<file path="src/rtl/ddr_rx_pkg.sv">
// Shared types and defaults for the DDR receive word aligner.
package ddr_rx_pkg;

    typedef enum logic [1:0] {
        SEARCH = 2'd0,
        VERIFY = 2'd1,
        LOCKED = 2'd2
    } state_t;

    localparam int          DEF_WORD_W    = 8;
    localparam logic [15:0] DEF_TRAIN_PAT = 16'h0035;

    // Width of the slip (bit offset) field for a given word width.
    function automatic int slip_width(input int word_w);
        return $clog2(word_w);
    endfunction

endpackage

</file>
<file path="src/rtl/ddr_rx_gearbox.sv">
// Collects IDDR bit pairs into a two-word window, tracks word phase and
// presents the candidate word at the current slip offset.
module ddr_rx_gearbox
    import ddr_rx_pkg::*;
#(
    parameter int WORD_W = DEF_WORD_W,
    parameter int SW     = slip_width(DEF_WORD_W)
) (
    input  logic              clk,
    input  logic              rst_n,
    input  logic              q0,
    input  logic              q1,
    input  logic [SW-1:0]     slip,
    output logic [WORD_W-1:0] cand,
    output logic              bnd
);

    localparam int              PH_W    = (WORD_W / 2 > 1) ? $clog2(WORD_W / 2) : 1;
    localparam logic [PH_W-1:0] PH_LAST = PH_W'(WORD_W / 2 - 1);

    logic [2*WORD_W-1:0] window;
    logic [2*WORD_W-1:0] shifted;
    logic [PH_W-1:0]     ph;

    // Shift in the rising-edge bit first so the oldest bit sits at the MSB.
    always_ff @(posedge clk or negedge rst_n) begin
        if (!rst_n) begin
            window <= '0;
        end else begin
            window <= {window[2*WORD_W-3:0], q0, q1};
        end
    end

    // Pair counter; bnd marks the cycle after the last pair of a word.
    always_ff @(posedge clk or negedge rst_n) begin
        if (!rst_n) begin
            ph  <= '0;
            bnd <= 1'b0;
        end else begin
            bnd <= (ph == PH_LAST);
            if (ph == PH_LAST) begin
                ph <= '0;
            end else begin
                ph <= ph + 1'b1;
            end
        end
    end

    // Candidate word starts slip bits below the window MSB.
    always_comb begin
        shifted = window << slip;
        cand    = shifted[2*WORD_W-1 -: WORD_W];
    end

endmodule

</file>
<file path="src/rtl/ddr_rx_word_aligner.sv">
// Word aligner: bit-slips the gearbox until the training word is seen
// LOCK_CNT times in a row, then streams aligned words with a valid strobe.
module ddr_rx_word_aligner
    import ddr_rx_pkg::*;
#(
    parameter int                WORD_W    = DEF_WORD_W,
    parameter logic [WORD_W-1:0] TRAIN_PAT = DEF_TRAIN_PAT[WORD_W-1:0],
    parameter int                LOCK_CNT  = 4
) (
    input  logic                      clk,
    input  logic                      rst_n,
    input  logic                      q0,
    input  logic                      q1,
    input  logic                      realign,
    output logic [WORD_W-1:0]         word_out,
    output logic                      word_valid,
    output logic                      locked,
    output logic [$clog2(WORD_W)-1:0] slip,
    output logic                      align_fail
);

    localparam int            SW        = slip_width(WORD_W);
    localparam logic [SW-1:0] SLIP_LAST = SW'(WORD_W - 1);
    localparam logic [3:0]    LOCK_LAST = 4'(LOCK_CNT);

    state_t              state, state_nx;
    logic [3:0]          cnt, cnt_nx;
    logic [SW-1:0]       slip_nx, slip_inc;
    logic                fail_nx;
    logic                wrap;
    logic                match;
    logic                valid_nx;
    logic [WORD_W-1:0]   cand;
    logic                bnd;

    ddr_rx_gearbox #(
        .WORD_W (WORD_W),
        .SW     (SW)
    ) u_gearbox (
        .clk   (clk),
        .rst_n (rst_n),
        .q0    (q0),
        .q1    (q1),
        .slip  (slip),
        .cand  (cand),
        .bnd   (bnd)
    );

    // State, match count, slip, sticky fail flag and output word registers.
    always_ff @(posedge clk or negedge rst_n) begin
        if (!rst_n) begin
            state      <= SEARCH;
            cnt        <= '0;
            slip       <= '0;
            align_fail <= 1'b0;
            word_out   <= '0;
            word_valid <= 1'b0;
        end else begin
            state      <= state_nx;
            cnt        <= cnt_nx;
            slip       <= slip_nx;
            align_fail <= fail_nx;
            word_valid <= valid_nx;
            if (bnd) begin
                word_out <= cand;
            end
        end
    end

    // Next-state logic: realign overrides any boundary action.
    always_comb begin
        state_nx = state;
        cnt_nx   = cnt;
        slip_nx  = slip;
        fail_nx  = align_fail;
        wrap     = (slip == SLIP_LAST);
        slip_inc = wrap ? '0 : slip + 1'b1;
        match    = (cand == TRAIN_PAT);
        valid_nx = bnd && (state == LOCKED) && !realign;

        if (realign) begin
            state_nx = SEARCH;
            cnt_nx   = '0;
            fail_nx  = 1'b0;
        end else if (bnd) begin
            case (state)
                SEARCH: begin
                    if (match) begin
                        cnt_nx   = 4'd1;
                        state_nx = (LOCK_CNT == 1) ? LOCKED : VERIFY;
                    end else begin
                        slip_nx = slip_inc;
                        if (wrap) fail_nx = 1'b1;
                    end
                end
                VERIFY: begin
                    if (match) begin
                        cnt_nx = cnt + 1'b1;
                        if (cnt + 1'b1 == LOCK_LAST) state_nx = LOCKED;
                    end else begin
                        state_nx = SEARCH;
                        cnt_nx   = '0;
                        slip_nx  = slip_inc;
                        if (wrap) fail_nx = 1'b1;
                    end
                end
                LOCKED: begin
                end
                default: begin
                    state_nx = SEARCH;
                end
            endcase
        end
    end

    assign locked = (state == LOCKED);

endmodule
</file>
<file path="config.mk">
export PLATFORM = sky130hd
export DESIGN_NAME = ddr_rx_word_aligner
export DESIGN_NICKNAME = d
export VERILOG_FILES = /design/src/rtl/ddr_rx_pkg.sv /design/src/rtl/ddr_rx_gearbox.sv /design/src/rtl/ddr_rx_word_aligner.sv
export SDC_FILE = /design/constraint.sdc
export NUM_CORES = 1
export LEC_CHECK = 0
export ABC_AREA = 1
export CAP_MARGIN = 15
export CORE_MARGIN = 5
export CORE_UTILIZATION = 58
export CTS_BUF_LIST = sky130_fd_sc_hd__clkbuf_2 sky130_fd_sc_hd__clkbuf_4 sky130_fd_sc_hd__clkbuf_8
export DETAILED_ROUTE_END_ITERATION = 7
export GPL_ROUTABILITY_DRIVEN = 0
export PLACE_DENSITY = 0.81
export SETUP_SLACK_MARGIN = 0.4
export SKIP_LAST_GASP = 1
export SLEW_MARGIN = 10
export SYNTH_ARGS = -nofsm -noshare
export SYNTH_HDL_FRONTEND = slang
export SYNTH_SLANG_ARGS = --single-unit
</file>
<file path="constraint.sdc">
create_clock -name clk -period 2.5 [get_ports clk]
set_clock_uncertainty 0.1 [all_clocks]
set_input_delay 0.5 -clock clk [delete_from_list [all_inputs] [get_ports clk]]
set_output_delay 0.5 -clock clk [all_outputs]
set_load 0.1 [all_outputs]
</file>
==> results.md <==
* Outcome: finished, final reports clean
* Die area at 0.004372 sq mm
* CP max stage delay at approximately 0.56 ns
* FMAX at between 400 and 500 MHz
* Via density at about 5.3
* Row Count at 20
* Final Net Count at around 270
* Static leakage at 1.176 nW
* 1st-pass router iterations at 4
* Worst Max-Slew Pin Slew at ~0.8 ns
* Register area share after synthesis at 0.5205
* Vias in the first global route at 1,391
* WL/cell at 13.73 microns
* Total gr overflow at 0
* Worst EP arrival at ~2.2 ns
* # clock sinks at 38
* H-tree levels at 2
* Largest net degree at the start of global routing at 39
* Synth Instances at between 200 and 250
* CP bufs+invs at 1
* Core Region at between 0.003 and 0.004 sq mm
* DR DRC count at 0
* Final period util at 0.8156
* Pwr dens at around 1300 mW/mm^2
* Area grow syn2layout at 26.99%
* Mapped cell area at between 0.0015 and 0.002 sq mm
* I/O Pins at 19
* GRT Total Usage at 0.1902
* Number of port buffers at 18
* Synth warnings at 0
* Crit path launch type: flop
* Starting density of the core at 0.6033
* Final std cells w/o fill at ~300
* Slowest cell on crit path: dfrtp_4
* TritonCTS clock tree: built
* Cell total after placement at approximately 280
* Maximum clock path buffer count at 2
* Crit Path Max Fanout at 6
* Data required, critical path at around 2.6 ns
* Slew headroom at 0.4624
* R2R setup slack at about 0.46 ns
* Die H at 66.12 microns
* Share of cells above drive strength 1 at 0.3074
* Final setup violation count at 0
* Max Slew Vio Count at 0
* Final hold vios at 0
* Syn Area/Cell at 8.266 sq um
* Register clock-pin slew on the reported worst setup and hold paths at about 0.11 ns
* MaxCap Viol Count at 0
* RSZ-0062 raised after global routing: true
* Ant diodes at 0
* DP Wirelength at 2589 microns
* Die X at 66.12 microns
* Initial antenna violation count at 0
* Hold Crit Class: in2async
* Crit-path cells: buf_4 > nand2_1 > nand3_1 > nand2_1 > nand2_1 > nand2_2 > nand2_2 > nor2_4 > nand2_4 > nor2_4 > nand2_4 > nand3_1 > nand2_1
* DRT iter0 DRCs at 170
* Setup TNS at 0 ns
* Most frequent CP cell: nand2_1
* CP endpoint kind: flop
* Worst-Skew Late Latency at between 0.3 and 0.4 ns
* Register bit total from synthesis at 38
* First-pass GRT wire length at roughly 6400 microns
* Crit Path Class: reg2reg
* Root Buffer: clkbuf_4
* Yosys cell types at 21
* CP delay by family, top: simple AND/OR/NAND/NOR gates
* Final wirelength at 4133 microns
* Synth Net Count at about 230
* Min Tclk post-route at 2.039 ns
* DRT antenna net count at 0
* Worst ir drop on vdd at ~900 uV
* Total CTS buffers at 5
* DR vias at approximately 1,600
## report_power, final
part | switching, mW | leakage (nW) | total [mW] | internal, mW
registers | 0.137 | 0.460 | 0.870 | 0.732
logic | 1.26 | 0.677 | 1.75 | 0.487
clock network | 0.189 | 0.0387 | 0.336 | 0.147
total | 1.59 | 1.18 | 2.95 | 1.37
## layout make-up
| cell class | instances | area (sq um) |
|---|---|---|
| timing repair inverter | 1 | 7.507 |
| inverter | 14 | 72.57 |
| timing repair buffer | 33 | 260.3 |
| multi-input combinational | 163 | 900.9 |
| tap | 44 | 55.05 |
| clock inverter | 1 | 5.005 |
| clock buffer | 7 | 58.81 |
| sequential | 38 | 959.7 |
| fill | 215 | 708.2 |
## layer usage
layer	part of all wire	wire length [microns]	up-vias	GRT usage
met5	0	0	-	0
met4	0.011	45	0	0.06599
met3	0.056	232	6	0.05102
met2	0.48	1993	57	0.2763
met1	0.45	1861	754	0.2732
li1	-	-	786	-
## flip-flops by register name, summed over array words and instances, names as in the netlist
| name | count |
|---|---|
| word_valid | 1 |
| u_gearbox.ph | 2 |
| align_fail | 1 |
| cnt | 4 |
| u_gearbox.window | 16 |
| u_gearbox.bnd | 1 |
| slip | 3 |
| state | 2 |
| word_out | 8 |
## through the flow
stage	area, sq um	utilization	hold slack, ns	total power, mW	worst slack (ns)
global placement	2002	0.6612	0.2332	2.291	0.3741
finish	2320	0.7661	0.1409	2.955	0.4611
global route	2320	0.7661	0.2208	3.124	0.3203
CTS	2072	0.6843	0.1758	2.651	0.4077
detailed placement	2002	0.6612	0.2413	2.306	0.3624
floorplan	1838	-	0.1044	2.023	0.4325
## cell families after synthesis
logic type / after synthesis / synth area share
AO/OA/AOI/OAI: 19 / 0.05753
XOR/XNOR: 2 / 0.009591
adder cells (fa/ha/maj): 5 / 0.03425
buffers and inverters: 20 / 0.05000
flip-flops: 38 / 0.5205
AND/OR/NAND/NOR: 137 / 0.3281
## worst reg2reg max path, delay by kind of cell, from the launching register on
family | cells | cell delay, ns
AND/OR/NAND/NOR | 12 | 1.12
buffers and inverters | 1 | 0.17
flip-flops | 1 | 0.56
## worst paths after layout
kind / from / endpoint / cells past startpoint
min reg2reg: u_gearbox.window[0] / u_gearbox.window[2] / 0
min: rst_n / u_gearbox.window[12] / 1
max: slip[0] / state[1] / 13
max reg2reg: slip[0] / state[1] / 13
max in group asynchronous: rst_n / slip[1] / 1
min in group clk: u_gearbox.window[0] / u_gearbox.window[2] / 0
## layout by cell type, fill, tap and decap left out, drive strengths merged, types with 5 or more instances in the layout
cell,instances
nand2,83
nand3,39
dfrtp,38
buf,30
nor2,14
o21ai,11
inv,10
clkbuf,7
a31oi,5
ha,5
## timing repair
action	CTS	global route
resized for setup	2	40
gates cloned	0	1
pin swaps	0	9
hold buffers	0	0
buffers inserted	0	14
setup endpoints to repair	9	9
## cells in the mapped netlist, drive strengths merged
cell    instances  area share
a21oi           3       0.010
nor2           14       0.041
clkinv          2      0.0041
a31oi           5       0.017
xnor2           2      0.0096
nand2          83        0.18
nand3          39        0.11
o21ai          11       0.030
inv            12       0.025
ha              5       0.034
buf             6       0.021
dfrtp          38        0.52
nor3            1      0.0027
Power figures use the tool's default switching activity.
==> RTL edit, RTL diff (same settings) <==
The output `word_valid` loses its register stage (`word_valid` becomes a continuous assignment).
--- a/src/rtl/ddr_rx_word_aligner.sv
+++ b/src/rtl/ddr_rx_word_aligner.sv
@@ -55,5 +55,4 @@
             align_fail <= 1'b0;
             word_out   <= '0;
-            word_valid <= 1'b0;
         end else begin
             state      <= state_nx;
@@ -61,5 +60,4 @@
             slip       <= slip_nx;
             align_fail <= fail_nx;
-            word_valid <= valid_nx;
             if (bnd) begin
                 word_out <= cand;
@@ -67,4 +65,6 @@
         end
     end
+
+    assign word_valid = valid_nx;
 
     // Next-state logic: realign overrides any boundary action.
Behaviour: no difference found for any inputs over 10 cycles, from zero or initial values and one cycle with rst_n low; that may be too few to reach the edited logic, so the function may still have changed.
==> RTL edit against the unedited design <==
Worst setup slack better by 0.023 ns. Power down 4.1%. Critical endpoint unchanged. Synthesized area down 1.4%. Hold slack better by 0.12 ns. Count of clock-buffer cells in the layout up 1. Synthesized cell count down 0.45%. Wire length down 9.7%. Sequential cell count down 1. Design area down 1.9%. Sequential power down 3.6%. Core utilization down 1.4 points.
==> RTL edit: results (changes against the unedited design) <==
[status]
status=completed

[route]
avgViaCountPerCell=5.35  ; +0.37%
wl_met3_um=137  ; -41%
wl_met1_um=1770  ; -5.0%
first_iter_violations=111  ; -35%
routed_wl_um=3730  ; -9.7%
wl_met2_um=1790  ; -10%

[timing]
finalSetupViolCount=0  ; unchanged
slew_headroom_pct=53.1  ; +6.9 points
clock.fmax_ghz=0.496  ; +1.1%

[global_routing]
use_met1_pct=25.0  ; -2.3 points
grt_use_met3_pct=4.27  ; -0.83 points
first_global_vias=1401  ; +0.72%
track_usage_pct=18.3  ; -0.71 points
grt_pass1_wl_um=6120  ; -4.0%
met2_usage_pct=27.9  ; +0.28 points
grt_max_degree=18  ; -54%

[final_layout]
n_antenna_cell=0  ; unchanged
drive_gt1_share_pct=28.0  ; -2.7 points
fillCellCount=226  ; +5.1%
post-route-cell-area_sq_um=2280  ; -1.9%

[placement]
dp.cells=281  ; +1.1%
hpwl_um=2650  ; +2.4%
place_ws_ns=0.366  ; +0.00386 ns
placed_cell_area_sq_um=2040  ; +1.7%

[synth]
ys_top_cells_by_area=dfrtp_1 51%, nand2_1 17%, nand3_1 11%
synthAdderAreaFrac_pct=3.47  ; +0.048 points
synth_compound_area_share_pct=5.83  ; +0.080 points
syn_nets=230  ; -0.43%
synth_xor_area_share_pct=0.972  ; +0.013 points
ys_seq_area_share_pct=51.4  ; -0.67 points
syn_avg_cell_area_sq_um=8.19  ; -0.92%
synth_commonest_cells=80 x nand2_1, 39 x nand3_1, 37 x dfrtp_1, 11 x inv_1, 11 x nor2_1

[setup_path]
cp.arrival_ns=2.14  ; -0.03 ns
cp_max_fo=6  ; unchanged

[power_and_ir_drop]
vdd_drop_max_mv=0.944  ; +6.2%
leakage_nw=1.15  ; -2.2%

[worst_hold_path]
hold_class=flip-flop to flip-flop

[clock_tree]
cts_buffers=5  ; unchanged
cts-htree-levels=2  ; unchanged

## RTL edit: cell types whose count changed in the layout (fill, tap and decap cells not counted), sizes merged
cell,delta
dfrtp,-1
dlygate4sd2,+1
inv,+1
clkinvlp,-1
clkbuf,+1
clkinv,-1
## RTL edit: final cells by class
cell class,count,area share [%]
clock buffers,8,2.91
inverters,14,2.80
multi-input cells,163,38.1
flip-flops and latches,37,41.1
well taps,44,2.42
repair buffers,34,12.4
repair inverters,1,0.330
## RTL edit: how the worst min path moves through the flow
stage / to / slack, ns / depth (start not counted)
CTS: u_gearbox.window[2] / 0.27 / 0
global route: u_gearbox.window[2] / 0.28 / 0
finish: u_gearbox.window[2] / 0.26 / 0
global placement: u_gearbox.window[2] / 0.23 / 0
detailed placement: u_gearbox.window[2] / 0.24 / 0
floorplan: align_fail / 0.10 / 0
## RTL edit: power by group
part / switching, mW / leakage (nW) / internal (mW)
combinational: 1.21 / 0.664 / 0.451
sequential: 0.123 / 0.446 / 0.716
clock: 0.175 / 0.0394 / 0.161
total: 1.51 / 1.15 / 1.33
## RTL edit: worst max-delay path, cell delays in order (launching register included)
cell and delay [ns]:
dfrtp_4 0.55, buf_6 0.16, nand2_4 0.06, nand3_1 0.08, nand2_1 0.09, nand2_1 0.07, nand2_2 0.08, nand2_2 0.07
nor2_4 0.16, nand2_4 0.09, nor2_4 0.16, nand2_2 0.10, nand3_1 0.09, nand2_1 0.05
## RTL edit: repair_timing
action                                  4_1_cts  5_1_grt
endpoints found under the setup margin       10        9
buffers inserted                              0       11
endpoints found under the hold margin         0        0
cloned                                        0        1
pin swaps                                     0       12
gates resized for setup                       3       28
